===== config.mk =====
export PLATFORM = sky130hd
export DESIGN_NAME = multicycle_control_unit
export DESIGN_NICKNAME = d
export VERILOG_FILES = /design/src/rtl/control_pkg.sv /design/src/rtl/main_decoder.sv /design/src/rtl/multicycle_control_unit.sv
export SDC_FILE = /design/constraint.sdc
export NUM_CORES = 1
export LEC_CHECK = 0
export CAP_MARGIN = 20
export CORE_ASPECT_RATIO = 1.25
export CORE_UTILIZATION = 44
export CTS_CLUSTER_DIAMETER = 120
export CTS_CLUSTER_SIZE = 20
export DETAILED_ROUTE_END_ITERATION = 8
export GPL_TIMING_DRIVEN = 0
export PLACE_DENSITY = 0.85
export SLEW_MARGIN = 10
export SYNTH_ARGS = -nofsm -noshare
export SYNTH_HDL_FRONTEND = slang
export SYNTH_HIERARCHICAL = 1
export SYNTH_SLANG_ARGS = --single-unit

===== constraint.sdc =====
create_clock -name clk -period 3.2 [get_ports clk]
set_input_delay 0.96 -clock clk [delete_from_list [all_inputs] [get_ports clk]]
set_output_delay 0.96 -clock clk [all_outputs]
set_load 0.03 [all_outputs]

===== src/rtl/control_pkg.sv =====
// Shared encodings for the multicycle RV32I control path: FSM states, ALU op
// codes, instruction opcode/funct fields and datapath mux selects.
package control_pkg;

    typedef enum logic [3:0] {
        S_FETCH     = 4'd0,
        S_DECODE    = 4'd1,
        S_EXEC_R    = 4'd2,
        S_EXEC_I    = 4'd3,
        S_EXEC_LUI  = 4'd4,
        S_ALU_WB    = 4'd5,
        S_MEM_ADDR  = 4'd6,
        S_MEM_READ  = 4'd7,
        S_MEM_WB    = 4'd8,
        S_MEM_WRITE = 4'd9,
        S_BRANCH    = 4'd10,
        S_ILLEGAL   = 4'd11
    } state_t;

    localparam logic [3:0] ALU_ADD = 4'b0000;
    localparam logic [3:0] ALU_SUB = 4'b0001;
    localparam logic [3:0] ALU_LUI = 4'b1000;

    localparam logic [6:0] OP_RTYPE  = 7'b0110011;
    localparam logic [6:0] OP_ITYPE  = 7'b0010011;
    localparam logic [6:0] OP_LOAD   = 7'b0000011;
    localparam logic [6:0] OP_STORE  = 7'b0100011;
    localparam logic [6:0] OP_LUI    = 7'b0110111;
    localparam logic [6:0] OP_BRANCH = 7'b1100011;

    localparam logic [2:0] F3_ADD  = 3'b000;
    localparam logic [2:0] F3_WORD = 3'b010;
    localparam logic [2:0] F3_BEQ  = 3'b000;

    localparam logic [6:0] F7_ADD = 7'b0000000;
    localparam logic [6:0] F7_SUB = 7'b0100000;

    localparam logic [1:0] SRC_A_PC    = 2'b00;
    localparam logic [1:0] SRC_A_OLDPC = 2'b01;
    localparam logic [1:0] SRC_A_RS1   = 2'b10;

    localparam logic [1:0] SRC_B_RS2  = 2'b00;
    localparam logic [1:0] SRC_B_IMM  = 2'b01;
    localparam logic [1:0] SRC_B_FOUR = 2'b10;

    localparam logic [1:0] RES_ALUOUT  = 2'b00;
    localparam logic [1:0] RES_MEMDATA = 2'b01;
    localparam logic [1:0] RES_ALU     = 2'b10;

endpackage


===== src/rtl/main_decoder.sv =====
// Combinational instruction decoder: picks the state that follows DECODE and
// flags R-type subtraction.
module main_decoder
    import control_pkg::*;
(
    input  logic [6:0] opcode,
    input  logic [2:0] funct3,
    input  logic [6:0] funct7,
    output state_t     next_state,
    output logic       sub_sel
);

    always_comb begin
        next_state = S_ILLEGAL;
        case (opcode)
            OP_RTYPE: begin
                if (funct3 == F3_ADD && (funct7 == F7_ADD || funct7 == F7_SUB))
                    next_state = S_EXEC_R;
            end
            OP_ITYPE: begin
                if (funct3 == F3_ADD)
                    next_state = S_EXEC_I;
            end
            OP_LOAD, OP_STORE: begin
                if (funct3 == F3_WORD)
                    next_state = S_MEM_ADDR;
            end
            OP_LUI: next_state = S_EXEC_LUI;
            OP_BRANCH: begin
                if (funct3 == F3_BEQ)
                    next_state = S_BRANCH;
            end
            default: next_state = S_ILLEGAL;
        endcase
    end

    assign sub_sel = (funct7 == F7_SUB);

endmodule


===== src/rtl/multicycle_control_unit.sv =====
// Multicycle control FSM for the RV32I subset add/sub/addi/lw/sw/lui/beq,
// driving ALU controls, datapath strobes and a wait-state memory handshake.
module multicycle_control_unit
    import control_pkg::*;
(
    input  logic       clk,
    input  logic       reset,
    input  logic [6:0] Opcode_i,
    input  logic [2:0] Funct3_i,
    input  logic [6:0] Funct7_i,
    input  logic       Zero_i,
    input  logic       Mem_Ready_i,
    output logic       Mem_Req_o,
    output logic       Mem_Write_o,
    output logic       IorD_o,
    output logic       IR_Write_o,
    output logic       PC_Write_o,
    output logic       Reg_Write_o,
    output logic [1:0] ALU_Src_A_o,
    output logic [1:0] ALU_Src_B_o,
    output logic [3:0] ALU_Operation_o,
    output logic [1:0] Result_Src_o,
    output logic       Illegal_o,
    output logic [3:0] State_o
);

    state_t state;
    state_t next_state;
    state_t decode_next;
    logic   sub_sel;
    logic   active;

    main_decoder u_main_decoder (
        .opcode     (Opcode_i),
        .funct3     (Funct3_i),
        .funct7     (Funct7_i),
        .next_state (decode_next),
        .sub_sel    (sub_sel)
    );

    // 'active' keeps every output at zero until the first edge after reset
    // release, and holds the FSM in FETCH until then.
    always_ff @(posedge clk or negedge reset) begin
        if (!reset) begin
            state  <= S_FETCH;
            active <= 1'b0;
        end else begin
            active <= 1'b1;
            if (active)
                state <= next_state;
        end
    end

    always_comb begin
        next_state      = state;
        Mem_Req_o       = 1'b0;
        Mem_Write_o     = 1'b0;
        IorD_o          = 1'b0;
        IR_Write_o      = 1'b0;
        PC_Write_o      = 1'b0;
        Reg_Write_o     = 1'b0;
        ALU_Src_A_o     = SRC_A_PC;
        ALU_Src_B_o     = SRC_B_RS2;
        ALU_Operation_o = ALU_ADD;
        Result_Src_o    = RES_ALUOUT;
        Illegal_o       = 1'b0;
        if (active) begin
            case (state)
                S_FETCH: begin
                    Mem_Req_o    = 1'b1;
                    ALU_Src_A_o  = SRC_A_PC;
                    ALU_Src_B_o  = SRC_B_FOUR;
                    Result_Src_o = RES_ALU;
                    if (Mem_Ready_i) begin
                        IR_Write_o = 1'b1;
                        PC_Write_o = 1'b1;
                        next_state = S_DECODE;
                    end
                end
                S_DECODE: begin
                    ALU_Src_A_o = SRC_A_OLDPC;
                    ALU_Src_B_o = SRC_B_IMM;
                    next_state  = decode_next;
                end
                S_EXEC_R: begin
                    ALU_Src_A_o     = SRC_A_RS1;
                    ALU_Src_B_o     = SRC_B_RS2;
                    ALU_Operation_o = sub_sel ? ALU_SUB : ALU_ADD;
                    next_state      = S_ALU_WB;
                end
                S_EXEC_I: begin
                    ALU_Src_A_o = SRC_A_RS1;
                    ALU_Src_B_o = SRC_B_IMM;
                    next_state  = S_ALU_WB;
                end
                S_EXEC_LUI: begin
                    ALU_Src_B_o     = SRC_B_IMM;
                    ALU_Operation_o = ALU_LUI;
                    next_state      = S_ALU_WB;
                end
                S_ALU_WB: begin
                    Reg_Write_o  = 1'b1;
                    Result_Src_o = RES_ALUOUT;
                    next_state   = S_FETCH;
                end
                S_MEM_ADDR: begin
                    ALU_Src_A_o = SRC_A_RS1;
                    ALU_Src_B_o = SRC_B_IMM;
                    next_state  = (Opcode_i == OP_LOAD) ? S_MEM_READ : S_MEM_WRITE;
                end
                S_MEM_READ: begin
                    Mem_Req_o = 1'b1;
                    IorD_o    = 1'b1;
                    if (Mem_Ready_i)
                        next_state = S_MEM_WB;
                end
                S_MEM_WB: begin
                    Reg_Write_o  = 1'b1;
                    Result_Src_o = RES_MEMDATA;
                    next_state   = S_FETCH;
                end
                S_MEM_WRITE: begin
                    Mem_Req_o   = 1'b1;
                    Mem_Write_o = 1'b1;
                    IorD_o      = 1'b1;
                    if (Mem_Ready_i)
                        next_state = S_FETCH;
                end
                S_BRANCH: begin
                    ALU_Src_A_o     = SRC_A_RS1;
                    ALU_Src_B_o     = SRC_B_RS2;
                    ALU_Operation_o = ALU_SUB;
                    Result_Src_o    = RES_ALUOUT;
                    PC_Write_o      = Zero_i;
                    next_state      = S_FETCH;
                end
                S_ILLEGAL: begin
                    Illegal_o  = 1'b1;
                    next_state = S_ILLEGAL;
                end
                default: next_state = S_FETCH;
            endcase
        end
    end

    assign State_o = state;

endmodule


# After elaboration in Yosys (flattened, before gate mapping)

Cells that the tools add are included.

Bits in registers: 5
Input port bits: 21
Output and inout bits: 21
Word-level logic and storage cells: 71

Equality and inequality tests: 22
Multiplexer cells: 34
Reduce and logical (&&, ||, !) cells: 13

Operators with widths:

| kind                                                                  | number |
|---|---|
| 4-bit 2-to-1 mux                                                      | 8 |
| 7-bit by 6-bit equality test with 1-bit output, second input constant | 4 |
| 4-bit case mux with 7 select lines                                    | 1 |
| 4-bit case mux with 5 select lines                                    | 1 |
| 4-bit by 3-bit equality test with 1-bit output, second input constant | 4 |
| 4-bit equality test, second input constant                            | 4 |
| 1-bit 2-to-1 mux                                                      | 16 |
| 2-bit case mux with 2 select lines                                    | 3 |
| 4-bit case mux with 3 select lines                                    | 1 |
| 4-bit by 2-bit equality test with 1-bit output, second input constant | 2 |
| 4-bit OR reduction                                                    | 2 |
| 7-bit by 2-bit equality test with 1-bit output, second input constant | 1 |
| 7-bit by 5-bit equality test with 1-bit output, second input constant | 1 |
| 7-bit equality test, second input constant                            | 1 |
| 7-bit logical NOT                                                     | 1 |
| 2-bit 2-to-1 mux                                                      | 3 |
| 2-bit inequality test, second input constant                          | 3 |
| 2-bit OR reduction                                                    | 3 |
| 3-bit OR reduction                                                    | 2 |
| 4-bit by 1-bit equality test with 1-bit output, second input constant | 1 |
| 4-bit logical NOT                                                     | 1 |
| 4-bit AND reduction                                                   | 1 |
| 3-bit by 2-bit equality test with 1-bit output, second input constant | 1 |
| 3-bit logical NOT                                                     | 1 |
| 3 further kinds                                                       | 3 |

# Longest topological paths before layout

Depth after elaboration: 6
Depth in mapped cells: 8
Mapped depth without buffers: 8

# Hierarchy

The synthesis kept the hierarchy.

By module, submodules not included:

| module                  | times used | cells each | area an instance (um^2) | seq. area each (um^2) |
|---|---|---|---|---|
| multicycle_control_unit | 1          | 98         | 693.2                   | 125.1 |
| main_decoder            | 1          | 26         | 177.7                   | 0.0 |

# Worst setup path before layout

Ideal clock, no wire load.

Path kind: register to output
Start: register state[1], in the netlist State_o[1]
End: output port IR_Write_o
Arrival: 2.297 ns
Required time: 2.240 ns
Setup slack: -0.057 ns
Cell stages (with the launch flop): 4
Buffers on the path: 1
Path through: dfrtp_1 -> buf_4 -> nor4_1 -> and2_1

Longest elaborated chain between the ends: 3

Ends and longest elaborated chain:

| what                   | RTL line                      | RTL |
|---|---|---|
| from (decl)            | multicycle_control_unit.sv:27 | `state_t state;` |
| from (signal assigned) | multicycle_control_unit.sv:50 | `state <= next_state;` |
| 4-bit logical NOT      | multicycle_control_unit.sv:68 | `case (state)` |
| 1-bit 2-to-1 mux       | multicycle_control_unit.sv:68 |  |
| 1-bit 2-to-1 mux       | multicycle_control_unit.sv:67 | `if (active) begin` |
| to (decl)              | multicycle_control_unit.sv:16 | `output logic IR_Write_o,` |

No other way between the ends.

# Worst setup path in the final report

Start: input port Funct7_i[2]
End: output port ALU_Operation_o[0]

Longest elaborated chain between the ends: 4

Ends and longest elaborated chain:

| what                                           | RTL line                      | RTL |
|---|---|---|
| from (decl)                                    | multicycle_control_unit.sv:10 | `input logic [6:0] Funct7_i,` |
| 7-bit by 6-bit equality test with 1-bit output | main_decoder.sv:37            | `assign sub_sel = (funct7 == F7_SUB);` |
| net sub_sel                                    | multicycle_control_unit.sv:30 | `logic sub_sel;` |
| 1-bit 2-to-1 mux                               | multicycle_control_unit.sv:88 | `ALU_Operation_o = sub_sel ? ALU_SUB : ALU_ADD;` |
| 4-bit case mux with 3 select lines             | multicycle_control_unit.sv:68 |  |
| 4-bit 2-to-1 mux                               | multicycle_control_unit.sv:67 |  |
| to (decl)                                      | multicycle_control_unit.sv:21 | `output logic [3:0] ALU_Operation_o,` |

The timed path passes the listed nets, and every way through them passes these cells.

==> flow_summary.json <==
{
  "detail_route.first_pass.iterations": 4,
  "grt_util_all_layers_pct": 23.4,
  "worst_ep_required_time_ps": 2240,
  "cts-buffers-inserted": 3,
  "synth-edff-count": 0,
  "placement.cell_area_um2": 1290,
  "yosys.area.top_type": "dfrtp_1",
  "clk_pin_slew_worst_paths_ps": 40,
  "yosysWarningCount": 6,
  "ctsRootBufferMaster": "clkbuf_4",
  "critPathLaunch": "Funct7_i[2]",
  "final_critical_delay_including_setup_and_external_delays_ps": 3090,
  "n_antenna_cell": 0,
  "most_common_library_cells_after_synthesis": "17 x nor2_1, 12 x nor3_1, 11 x nand2_1, 6 x o21ai_0",
  "floorplan.die_area_um2": 2160,
  "timing.rr.end": "State_o[0]$_DFFE_PN0P_",
  "cts.path.max_buffers": 2,
  "cap_viol_max_count": 0,
  "clock-skew-final_ps": 4.34,
  "endpoint": "ALU_Operation_o[0]",
  "grt_antenna_before_repair": 0,
  "yosys.cell_count.top_type": "nor2_1",
  "holdWs_ps": 732,
  "final_net_count": 189,
  "cp.arrival_ps": 2130,
  "postSynth.topFlopCell": "dfrtp_1",
  "path_max_fanout": 2,
  "number_of_global_route_vias_before_repair": 989,
  "final_design_area_no_fill_um2": 1310,
  "critPathKind": "input port to output port",
  "placementRows": 17,
  "fin_crit_sh_pct": 96.4,
  "post-synth-top-area-fraction_pct": 14.4,
  "maximum_number_of_pins_on_one_net_before_global_route_repair": 12,
  "drt-vias-per-instance": 5.81,
  "netlist_area_um2": 871,
  "clock_insertion_delay_worst_skew_ps": 240,
  "timing.final.max_slew_violations": 0,
  "final-instance-count-excl-fill": 186,
  "clock_sinks": 5,
  "die_y_um": 51.7,
  "clock_h_tree_levels": 1,
  "synth.area.top_cells": "dfrtp_1 14%, nor2_1 7.3%, nor3_1 6.9%, nand2_1 4.7%, buf_4 4.3%",
  "remaining_drc_errors": 0,
  "wl_per_cell_um": 13.4,
  "drtAntennaViolNets": 0,
  "r2r_setup_slack_ps": 1750,
  "multi_input_area_um2": 658,
  "worst_ir_drop_vdd_v": 0.000645,
  "fraction_of_registers_with_async_set_or_reset_after_synthesis_pct": 100,
  "area_delta_synth_final_pct": 50.6,
  "timing.hold.worst_path_depth": 4,
  "weighted_congestion_at_the_end_of_routability_driven_global_placement": 0.844,
  "startpoint_type": "input port",
  "syn_inst": 124,
  "gr-total-overflow": 0,
  "core_footprint_um2": 1810,
  "detailedPlacementHpwl_um": 1900,
  "placed_cells_incl_taps": 183,
  "drt_wl_total_um": 2500,
  "rsz0062_at_grt": "no",
  "pin_count": 42,
  "syn_avg_cell_area_um2": 7.02,
  "effective_utilization_at_floorplan_pct": 48.2,
  "port-buffer-count": 39,
  "setup.worst_path.end_class": "output port",
  "power.density_nw_per_um2": 705,
  "drt_iter0_drc": 29,
  "cts_tree": "yes",
  "netlist-cell-type-count": 45,
  "max_freq_mhz": 324,
  "final.fill_count": 158,
  "routed-via-count": 1081,
  "p_leak_uw": 0.000510,
  "drive_above_1_share_pct": 16.8,
  "yosysSeqAreaShare_pct": 14.4,
  "depth_of_the_worst_register_to_register_path": 5,
  "dieWidth_um": 41.8,
  "yosys_register_bits": 5,
  "holdCritPathClass": "flop to flop",
  "crit-reg2reg-launch": "State_o[0]$_DFFE_PN0P_",
  "grt_first_pass_wirelength_um": 4040,
  "run_status": "finished, final reports clean",
  "timing.final.setup_violations": 0,
  "register_area_um2": 125,
  "hold_viol_final": 0
}
[cell type report]
| class | instances | area share (%) |
|---|---|---|
| Multi-Input combinational cell | 105 | 50.2 |
| Buffer | 11 | 6.58 |
| Clock buffer | 4 | 2.00 |
| Inverter | 3 | 0.859 |
| Sequential cell | 5 | 9.54 |
| Timing Repair Buffer | 39 | 29.0 |
| Tap cell | 19 | 1.81 |
[metrics by stage]
step	setup slack, ps	power (uW)	utilization, %	setup TNS, ps
5_1_grt	13.6	986	72.5	0
3_3_place_gp	-623	837	71.6	-1500
6_report	114	925	72.5	0
2_1_floorplan	106	619	-	0
3_5_place_dp	-634	851	71.6	-1590
4_1_cts	20.4	925	72.6	0
[worst min-delay path by stage]
stage,startpoint,to
2_1_floorplan,active$_DFF_PN0_,State_o[3]$_DFFE_PN0P_
3_3_place_gp,active$_DFF_PN0_,State_o[3]$_DFFE_PN0P_
3_5_place_dp,active$_DFF_PN0_,State_o[3]$_DFFE_PN0P_
4_1_cts,active$_DFF_PN0_,State_o[3]$_DFFE_PN0P_
5_1_grt,active$_DFF_PN0_,State_o[3]$_DFFE_PN0P_
6_report,active$_DFF_PN0_,State_o[3]$_DFFE_PN0P_
[cells by family after synthesis]
group	Yosys count	synth area share, %
flip-flops	5	14.4
AO/OA/AOI/OAI	30	23.0
AND/OR/NAND/NOR	69	47.0
multiplexers	1	1.15
buffers and inverters	15	11.6
other	2	0.862
XOR/XNOR	2	2.01
[placed cells by master (no fill, tap or decap), types with 2 or more instances in the layout]
master           netlist  final
nand2b_1               5      5
o21ai_1                5      5
and2_2                 2      2
inv_2                  2      2
a21boi_0               2      2
nor2b_1                2      2
a31oi_1                3      3
dlygate4sd2_1          0      3
clkdlybuf4s50_1        0     32
and2_1                 2      2
buf_6                  3      3
conb_1                 2      3
clkbuf_4               0      3
nand3_1                4      4
nand2_1               11     11
nor3_1                12     12
xnor2_1                2      2
nor2_1                17     17
nor4_2                 1      2
o22ai_1                2      2
buf_2                  3      3
a21oi_1                4      4
o21ai_0                6      6
nor3b_1                2      2
dfrtp_1                5      5
buf_4                  5      6
[where the power goes]
part / internal [uW] / switching, uW
Sequential: 85.6 / 35.7
Combinational: 304 / 427
Clock: 47.1 / 25.1
[critical path, stage by stage]
cell	delay, ps
dlygate4sd2_1	250
nor4_2	310
and3_4	210
o21ai_1	50
nor3_1	150
buf_4	190
[flip-flops by register name, summed over array words and instances, names as in the netlist]
name     count
State_o      4
active       1
[per-layer routing]
metal	global-route usage [%]	wire (um)
met5	0	0
met4	8.06	33
met3	2.08	141
met2	45.6	1320
met1	26.3	1000
[repair_timing]
item,4_1_cts,5_1_grt
buffers inserted,0,0
endpoints found under the setup margin,3,3
resized for setup,13,5
hold buffers,0,0
pin swaps,3,3
Power figures use the tool's default switching activity.
